### config.mk
export PLATFORM = sky130hd
export DESIGN_NAME = s298_resp_compactor
export DESIGN_NICKNAME = d
export VERILOG_FILES = /design/src/rtl/s298_resp_compactor.sv
export SDC_FILE = /design/constraint.sdc
export NUM_CORES = 1
export LEC_CHECK = 0
export ABC_AREA = 1
export CAP_MARGIN = 20
export CELL_PAD_IN_SITES_DETAIL_PLACEMENT = 1
export CELL_PAD_IN_SITES_GLOBAL_PLACEMENT = 2
export CORE_UTILIZATION = 29
export DETAILED_ROUTE_END_ITERATION = 10
export MAX_ROUTING_LAYER = met4
export PLACE_DENSITY = 0.78
export RECOVER_POWER = 100
export SYNTH_ARGS = -nofsm -noshare
export SYNTH_HDL_FRONTEND = slang
export SYNTH_SLANG_ARGS = --single-unit
### constraint.sdc
create_clock -name CK -period 3 [get_ports CK]
set_clock_uncertainty 0.1 [all_clocks]
set_input_delay 0.3 -clock CK [delete_from_list [all_inputs] [get_ports CK]]
set_output_delay 0.3 -clock CK [all_outputs]
set_load 0.02 [all_outputs]
### src/rtl/s298_resp_compactor.sv
// Response compactor for the s298 core: folds six-bit response beats into a MISR and compares with GOLDEN.
// Optional RESP_XMASK_EN adds a resp_mask input that zeroes selected response bits before compaction.
module s298_resp_compactor #(
  parameter int unsigned      SIG_W   = 16,
  parameter logic [SIG_W-1:0] POLY    = SIG_W'(16'h1021),
  parameter logic [SIG_W-1:0] SEED    = SIG_W'(16'hFFFF),
  parameter int unsigned      WARMUP  = 4,
  parameter int unsigned      NUM_PAT = 256,
  parameter logic [SIG_W-1:0] GOLDEN  = SIG_W'(16'h0000)
) (
  input  logic                            CK,
  input  logic                            RSTN,
  input  logic                            start,
  input  logic                            abort,
  input  logic                            resp_valid,
  input  logic [5:0]                      resp,
`ifdef RESP_XMASK_EN
  input  logic [5:0]                      resp_mask,
`endif
  output logic                            busy,
  output logic                            done,
  output logic                            pass,
  output logic [SIG_W-1:0]                signature,
  output logic [$clog2(NUM_PAT+1)-1:0]    pat_cnt
);

  localparam int unsigned CNT_W  = $clog2(NUM_PAT + 1);
  // Sized so the counter stays at least one bit wide even when WARMUP is 0.
  localparam int unsigned WARM_W = $clog2(WARMUP + 2);

  typedef enum logic [1:0] {
    ST_IDLE = 2'd0,
    ST_WARM = 2'd1,
    ST_COMP = 2'd2,
    ST_DONE = 2'd3
  } state_t;

  state_t              state;
  logic [WARM_W-1:0]   warm_cnt;
  logic [WARM_W-1:0]   warm_inc;
  logic [CNT_W-1:0]    pat_inc;
  logic [5:0]          resp_eff;
  logic [SIG_W-1:0]    sig_next;

`ifdef RESP_XMASK_EN
  assign resp_eff = resp & ~resp_mask;
`else
  assign resp_eff = resp;
`endif

  // MISR step: shift drops the MSB, which selects the polynomial feedback.
  assign sig_next = {signature[SIG_W-2:0], 1'b0}
                  ^ (signature[SIG_W-1] ? POLY : '0)
                  ^ SIG_W'(resp_eff);

  assign warm_inc = warm_cnt + WARM_W'(1);
  assign pat_inc  = pat_cnt + CNT_W'(1);

  assign busy = (state == ST_WARM) || (state == ST_COMP);
  assign done = (state == ST_DONE);

  always_ff @(posedge CK or negedge RSTN) begin
    if (!RSTN) begin
      state     <= ST_IDLE;
      signature <= SEED;
      pat_cnt   <= '0;
      warm_cnt  <= '0;
      pass      <= 1'b0;
    end else if (abort) begin
      // Signature and count are left in place for post-mortem inspection.
      state <= ST_IDLE;
      pass  <= 1'b0;
    end else begin
      case (state)
        ST_IDLE, ST_DONE: begin
          if (start) begin
            signature <= SEED;
            pat_cnt   <= '0;
            warm_cnt  <= '0;
            pass      <= 1'b0;
            state     <= (WARMUP == 0) ? ST_COMP : ST_WARM;
          end
        end
        ST_WARM: begin
          if (resp_valid) begin
            warm_cnt <= warm_inc;
            if (warm_inc == WARM_W'(WARMUP)) begin
              state <= ST_COMP;
            end
          end
        end
        ST_COMP: begin
          if (resp_valid) begin
            signature <= sig_next;
            pat_cnt   <= pat_inc;
            if (pat_inc == CNT_W'(NUM_PAT)) begin
              state <= ST_DONE;
              pass  <= (sig_next == GOLDEN);
            end
          end
        end
        default: state <= ST_IDLE;
      endcase
    end
  end

endmodule

==> results of run 1 <==
## cells by family after synthesis
family	synth area share
AOI/OAI and AO/OA	0.125
adders and majority gates	0.0504
buffers and inverters	0.0763
DFF	0.458
xor gates and xnor gates	0.0353
and+or+nand+nor	0.255
## path summary, 6_finish.rpt
check | slack [ns] | end
max in group asynchronous | 0.86 | warm_cnt[1]
min reg2reg | 0.38 | pass
max reg2reg | 0.68 | pat_cnt[0]
max | 0.68 | pat_cnt[0]
min | 0.38 | pass
min in group asynchronous | 0.93 | state[1]
## placed cells by master (no fill, tap or decap), types with 3 or more instances in the layout
cell and n:
nor2_1 16, nand2_2 5, nor2_2 4, dfstp_2 16
nand3_1 10, inv_2 3, a2bb2oi_1 4, o21ai_0 12
a22oi_1 11, dlygate4sd3_1 29, inv_1 25, clkdlybuf4s50_1 9
ha_1 7, nand2_1 50, clkbuf_8 6, nand4_1 3
dfrtp_1 15, xnor2_1 6
## report_power, final
group          internal, uW  switching (uW)  total (uW)
combinational           236             374         610
sequential              518            66.8         584
clock                   185             158         343
total                   939             599        1540
## stage by stage
step                total power (uW)  setup slack [ns]
finish                          1540             0.679
global placement                1250             0.819
detailed placement              1240             0.799
global route                    1660             0.398
floorplan                       1010              1.27
CTS                             1600             0.812
## state kept, by name, indices dropped and copies added (netlist names)
| signal | flops |
|---|---|
| pass | 1 |
| pat_cnt | 9 |
| signature | 16 |
| state | 2 |
| warm_cnt | 3 |
## critical path, stage by stage (launching register included)
cell,delay (ns)
dfrtp_1,0.39
inv_1,0.06
ha_1,0.31
inv_1,0.09
nor2_1,0.04
inv_1,0.16
nand3b_4,0.24
nor2_4,0.50
inv_1,0.15
o21ai_0,0.19
## metal layers
metal	vias up	routed length, um	GRT usage
li1	743	-	-
met1	693	2060	0.201
met2	25	1870	0.227
met3	4	155	0.0343
met4	0	42	0.0491
met5	-	0	-
## final cells by class
| cell class | instances | share of cell area |
|---|---|---|
| clock buffer | 7 | 0.0378 |
| clock inverter | 1 | 0.00219 |
| timing repair buffer | 39 | 0.168 |
| tap | 72 | 0.0395 |
| multi-input combinational | 139 | 0.352 |
| inverter | 31 | 0.0516 |
| sequential | 31 | 0.349 |
==> impl_metrics.ini, run 1 <==
[placed_design]
gp_congestion = 0.773
port-buffer-count = 38
placed_area_um2 = 2200
dp_cells = 312
place_hpwl_um = 2990

[clock_tree]
cts_root_buffer = clkbuf_8
htreeDepth = 2
worstSkewPairLatency_ns = 0.28
hold_buffers = 0
clock_path_buffers = 2
cts_tree = done
cts_resized = 0
cts_setup_buffers = 0
clk_pin_slew_worst_paths_ns = 0.07
cts_sinks = 31
numCtsBuffers = 5

[synth]
yosys.area.top_type = dfstp_2
ys_top_cells_by_area = dfstp_2 24%, dfrtp_1 22%, nand2_1 11%
synth-seq-area-share = 0.458
synth_commonest_cells = 50 x nand2_1, 22 x inv_1, 16 x dfstp_2
synth_top_area_share = 0.242
syn_area_um2 = 1740
synth_cell_type_count = 28
synth_nets = 222
yosysMostFrequentCell = nand2_1
synth_seq_cells = 31
syn_inst = 204
async_flop_share = 1.00
avgSynthCellArea_um2 = 8.52
synth_ff_type = dfstp_2
synth_edf_count = 0
yosys_warnings = 0

[sta]
slew_violations = 32
fin_crit_sh = 0.774
rsz0062_at_grt = no
finalSetupViolCount = 0
slew_headroom = -0.176
final_hold_viol_count = 0
timing.hold.ws_ns = 0.376
fmax_mhz = 431
tightest_slew_ns = 1.76
fin_crit_ns = 2.32
setup-tns-final_ns = 0

[layout]
syn_to_final_growth_pct = 31.2
drive_gt1_frac = 0.173
multi_input_area_um2 = 802
fin_nets = 265
diodes = 0
seqCellArea_um2 = 796
final_cells = 320
fin_util = 0.404
final_cell_area_um2 = 2280
num-fill-cells = 670

[critical_path]
crit_fanout = 23
rr_startpoint = state[0]
crit_path_start = state[0]
cp-start-kind = flip-flop
critPathKind = reg2reg
rr_worst_depth = 9
cp-end-kind = flip-flop
crit_required_ns = 3.10
arrival_ns = 2.42

[routing]
drcViolationCount = 0
drtPass1Iterations = 4
routedWlPerCell_um = 12.9
drt_iter0_drc = 46
postRouteAntennaNets = 0
wirelength_um = 4130
vias_per_cell = 4.58
vias = 1465

[global_route]
grt_pass1_vias = 1518
grt_pass1_wl_um = 7130
gr-total-overflow = 0
antenna_found_initial = 0
grt_max_degree = 32
grt_usage = 0.151

[die]
die_height_um = 79.4
rows = 27
core_um2 = 5640
start_util = 0.308
dieArea_um2 = 6310
io_pins = 39
die_width_um = 79.4

[pwr]
power_density_nw_per_um2 = 674
leakage_uw = 0.00104
vdd_drop_max_uv = 340

[flow_run]
maxCapViolCount = 1

[worst_hold_path]
hold_class = reg2reg
hp-start = pass
whs_path_depth = 2

[run_status]
outcome = complete, but fails checks
violations = capacitance limit, slew limit
Power figures use the tool's default switching activity.
==> run 2: changes to the inputs <==
- CORE_UTILIZATION: 29 -> 26
- PLACE_DENSITY: 0.78 -> 0.74
- clock period: 3 -> 2.05 ns (I/O delays scaled with it)
==> impl_metrics.ini, run 2 (synthesis results as in run 1) <==
[global_route]
grt_max_degree = 32
use_met1 = 0.189
grtUsageMet3 = 0.0356
met2_usage = 0.210
gr-total-overflow = 0
grt_pass1_wl_um = 7710
grt_pass1_vias = 1585
antenna_found_initial = 0
grt_usage = 0.142
gr-max-usage-layer = met2

[critical_path]
crit_fanout = 5
critPathTopFamily = buffers and inverters
cp_slowest_cell = dlygate4sd3_1
arrival_ns = 1.57
cp_slowest_stage_delay_ns = 0.70
cp_num_buf_inv = 1
path_cells = dlygate4sd3_1
cp-end-kind = primary output
critPathKind = reg2out
cp-start-kind = flip-flop
crit_required_ns = 1.75

[pwr]
p_int_uw = 1390
p_clk_frac = 0.219
power_density_nw_per_um2 = 989
vdd_drop_max_uv = 469
p_switching_uw = 894
p_comb_frac = 0.410
swShare = 0.391
leakage_uw = 0.00106
pwr-share-seq = 0.371

[layout]
final_cells = 329
drive_gt1_frac = 0.206
final_common_cell = nand2_1
syn_to_final_growth_pct = 33.2
reg_top3 = signature: 16 flops, pat_cnt: 9 flops, warm_cnt: 3 flops
num-fill-cells = 785
mostFrequentLayoutCells = 50 x nand2_1, 28 x dlygate4sd3_1, 22 x inv_1
fin_nets = 269
largest_reg_flops = 16
top_register = signature
diodes = 0

[placed_design]
place_hpwl_um = 3360
port-buffer-count = 38
dp_cells = 321
gp_congestion = 0.736

[clock_tree]
cts_root_buffer = clkbuf_8
numCtsBuffers = 5
cts_tree = done
clk_pin_slew_worst_paths_ns = 0.06
clock_path_buffers = 2
cts_sinks = 31
worstSkewPairLatency_ns = 0.28
htreeDepth = 2

[routing]
drcViolationCount = 0
drtPass1Iterations = 4
wirelength_um = 4400
vias = 1517
routedWlPerCell_um = 13.4
postRouteAntennaNets = 0
drt_iter0_drc = 50
vias_per_cell = 4.61

[sta]
fin_crit_ns = 1.88
rsz0062_at_grt = no
slew_violations = 0
fin_crit_sh = 0.916
finalSetupViolCount = 0
fmax_mhz = 532
final_hold_viol_count = 0
tightest_slew_ns = 0.801
setup-tns-final_ns = 0
slew_headroom = 0.466

[die]
dieArea_um2 = 7010
core_um2 = 6390
start_util = 0.272
die_height_um = 83.8
io_pins = 39
die_width_um = 83.8
rows = 29

[run_status]
outcome = complete, no violations

[flow_run]
maxCapViolCount = 0

[worst_hold_path]
hold_class = reg2reg
[run 2: cell types whose count changed in the layout (fill, tap and decap cells not counted), moves of 2 or more]
cell	previous run	this run
buf_4	0	3
o21ai_1	0	2
inv_1	25	22
inv_2	3	6
o21ai_0	12	10
[run 2: repair_timing]
action	4_1_cts	5_1_grt
setup endpoints to repair	1	0
gates resized for setup	1	0
hold buffers	0	0
setup buffers	0	0
[run 2: power by group through the flow]
| stage | clock network (uW) | registers (uW) | logic, uW |
|---|---|---|---|
| 4_1_cts | 521 | 857 | 996 |
| 2_1_floorplan | 0 | 942 | 530 |
| 6_report | 502 | 848 | 938 |
| 5_1_grt | 551 | 873 | 1040 |
| 3_5_place_dp | 0 | 866 | 1000 |
| 3_3_place_gp | 0 | 862 | 996 |
[run 2: final timing paths]
check | start | endpoint | slack [ns] | cells after the start
max | signature[15] | signature[15] | 0.17 | 1
min | warm_cnt[2] | warm_cnt[2] | 0.41 | 2
max reg2reg | pat_cnt[1] | state[1] | 0.21 | 11
min reg2reg | warm_cnt[2] | warm_cnt[2] | 0.41 | 2
max in group asynchronous | RSTN | warm_cnt[1] | 0.90 | 2
min in group asynchronous | RSTN | pat_cnt[7] | 0.44 | 2
[run 2: area by class of cell]
class | instances | area, um^2 | area share
repair buffers | 43 | 414 | 0.179
multi-input cells | 139 | 800 | 0.345
clock inverters | 1 | 5.00 | 0.00216
well taps | 77 | 96.3 | 0.0416
flip-flops and latches | 31 | 796 | 0.344
clock buffers | 7 | 86.3 | 0.0373
inverters | 31 | 118 | 0.0508
[run 2: routing by layer]
metal  vias up  routed length, um
met5         -                  0
met4         0                 59
met3         5                145
met2        24               2010
met1       737               2190
li1        751                  -
[run 2: through the flow]
step	utilization	hold WS (ns)	power [uW]	cell area, um^2	setup WS (ns)
after floorplan	-	-0.191	1470	1740	0.321
after global placement	0.350	0.393	1860	2240	0.236
final	0.362	0.414	2290	2310	0.172
after detailed placement	0.350	0.408	1870	2240	0.222
after global routing	0.362	0.427	2460	2310	0.0321
after CTS	0.364	0.238	2370	2330	0.212
==> run 3: changes to the inputs <==
- CORE_UTILIZATION: 26 -> 31
- MAX_ROUTING_LAYER: met4 -> not set
- PLACE_DENSITY: 0.74 -> 0.83
- clock period: 2.05 -> 2.2 ns (I/O delays scaled with it)
==> impl_metrics.ini, run 3 (synthesis results as in run 1) <==
[run_status]
outcome = complete, no violations

[clock_tree]
worstSkewPairLatency_ns = 0.28
cts_resized = 0
cts_tree = done
clock_path_buffers = 2
cts_setup_buffers = 0
clk_pin_slew_worst_paths_ns = 0.07
hold_buffers = 0
cts_root_buffer = clkbuf_8
cts_sinks = 31
htreeDepth = 2
numCtsBuffers = 5

[layout]
diodes = 0
drive_gt1_frac = 0.188
fin_nets = 267
largest_reg_flops = 16
reg_top3 = signature: 16 flops, pat_cnt: 9 flops, warm_cnt: 3 flops
syn_to_final_growth_pct = 31.7
top_register = signature
mostFrequentLayoutCells = 51 x nand2_1, 28 x dlygate4sd3_1, 23 x inv_1
final_common_cell = nand2_1
num-fill-cells = 635

[global_route]
grt_pass1_wl_um = 7480
grt_usage = 0.161
antenna_found_initial = 0
grt_pass1_vias = 1561
grt_max_degree = 32
gr-total-overflow = 0

[critical_path]
cp_slowest_stage_delay_ns = 0.60
cp_num_buf_inv = 3
path_common_cell = inv_1
arrival_ns = 1.76
critPathKind = reg2out
cp-end-kind = primary output
cp-start-kind = flip-flop
r2r-end = pat_cnt[8]
crit_required_ns = 1.88
cp_slowest_cell = clkdlybuf4s50_1
rr_startpoint = state[0]
r2r_slack_ns = 0.25
critPathTopFamily = buffers and inverters
rr_worst_depth = 10
path_cells = inv_1 -> ha_1 -> inv_1 -> clkdlybuf4s50_1
crit_fanout = 4

[sta]
fmax_mhz = 482
fin_crit_ns = 2.08
tightest_slew_ns = 0.778
finalSetupViolCount = 0
slew_headroom = 0.481
slew_violations = 0
rsz0062_at_grt = no
setup-tns-final_ns = 0
fin_crit_sh = 0.943
final_hold_viol_count = 0

[routing]
drt_iter0_drc = 92
drtPass1Iterations = 4
vias = 1501
wirelength_um = 4200
postRouteAntennaNets = 0
drcViolationCount = 0
vias_per_cell = 4.69
routedWlPerCell_um = 13.1

[worst_hold_path]
hold_class = reg2reg
whs_path_depth = 2
hp-start = signature[13]
holdPathEnd = signature[14]

[die]
start_util = 0.332
io_pins = 39
rows = 26
die_width_um = 76.9
dieArea_um2 = 5910
die_height_um = 76.9
core_um2 = 5240

[pwr]
p_total_uw = 2100
leakage_uw = 0.00104
power_density_nw_per_um2 = 919
vdd_drop_max_uv = 567

[placed_design]
gp_congestion = 0.790
place_hpwl_um = 3160
port-buffer-count = 38

[flow_run]
maxCapViolCount = 0
==> run 3: layout make-up <==
cell class | count | area, um^2 | share of cell area
sequential | 31 | 796 | 0.348
multi-input combinational | 139 | 785 | 0.343
timing repair buffer | 41 | 413 | 0.180
inverter | 31 | 118 | 0.0514
tap | 70 | 87.6 | 0.0383
clock buffer | 7 | 86.3 | 0.0377
clock inverter | 1 | 5.00 | 0.00219
==> run 3: per-stage QoR <==
| stage | utilization | hold slack [ns] | worst slack [ns] | std cells | cell area, um^2 |
|---|---|---|---|---|---|
| floorplan | - | -0.176 | 0.471 | 204 | 1740 |
| global route | 0.437 | 0.436 | 0.0382 | 320 | 2290 |
| CTS | 0.442 | 0.250 | 0.123 | 320 | 2320 |
| detailed placement | 0.425 | 0.406 | 0.296 | 312 | 2230 |
| finish | 0.437 | 0.416 | 0.125 | 320 | 2290 |
| global placement | 0.425 | 0.392 | 0.336 | 312 | 2230 |
==> run 3: worst max path at each step <==
| stage | from | depth (start not counted) | to | slack, ns |
|---|---|---|---|---|
| final | state[0] | 4 | busy | 0.12 |
| after global routing | state[0] | 4 | busy | 0.04 |
| after CTS | state[0] | 4 | busy | 0.12 |
| after detailed placement | state[0] | 10 | pat_cnt[8] | 0.30 |
| after global placement | state[0] | 10 | pat_cnt[0] | 0.34 |
| after floorplan | pat_cnt[0] | 12 | pass | 0.47 |
==> run 3: worst reg2reg max path, delay by kind of cell (launching register included) <==
family                     cells  cell delay [ns]
AOI/OAI and AO/OA              1             0.12
adders and majority gates      1             0.31
and+or+nand+nor                3             0.45
buffers and inverters          5             0.48
DFF                            1             0.41
==> run 3: metal layers <==
| layer | up-vias | routed length, um | global-route usage | part of all wire |
|---|---|---|---|---|
| li1 | 746 | - | - | - |
| met1 | 717 | 2060 | 0.214 | 0.49 |
| met2 | 31 | 1880 | 0.252 | 0.45 |
| met3 | 7 | 205 | 0.0429 | 0.049 |
| met4 | 0 | 48 | 0.0500 | 0.011 |
| met5 | - | 0 | 0 | 0 |
==> run 3: where the power goes <==
group / total (uW) / switching (uW) / internal, uW
Combinational: 842 / 504 / 338
Clock: 461 / 209 / 252
Sequential: 800 / 94.0 / 706
Total: 2100 / 807 / 1300
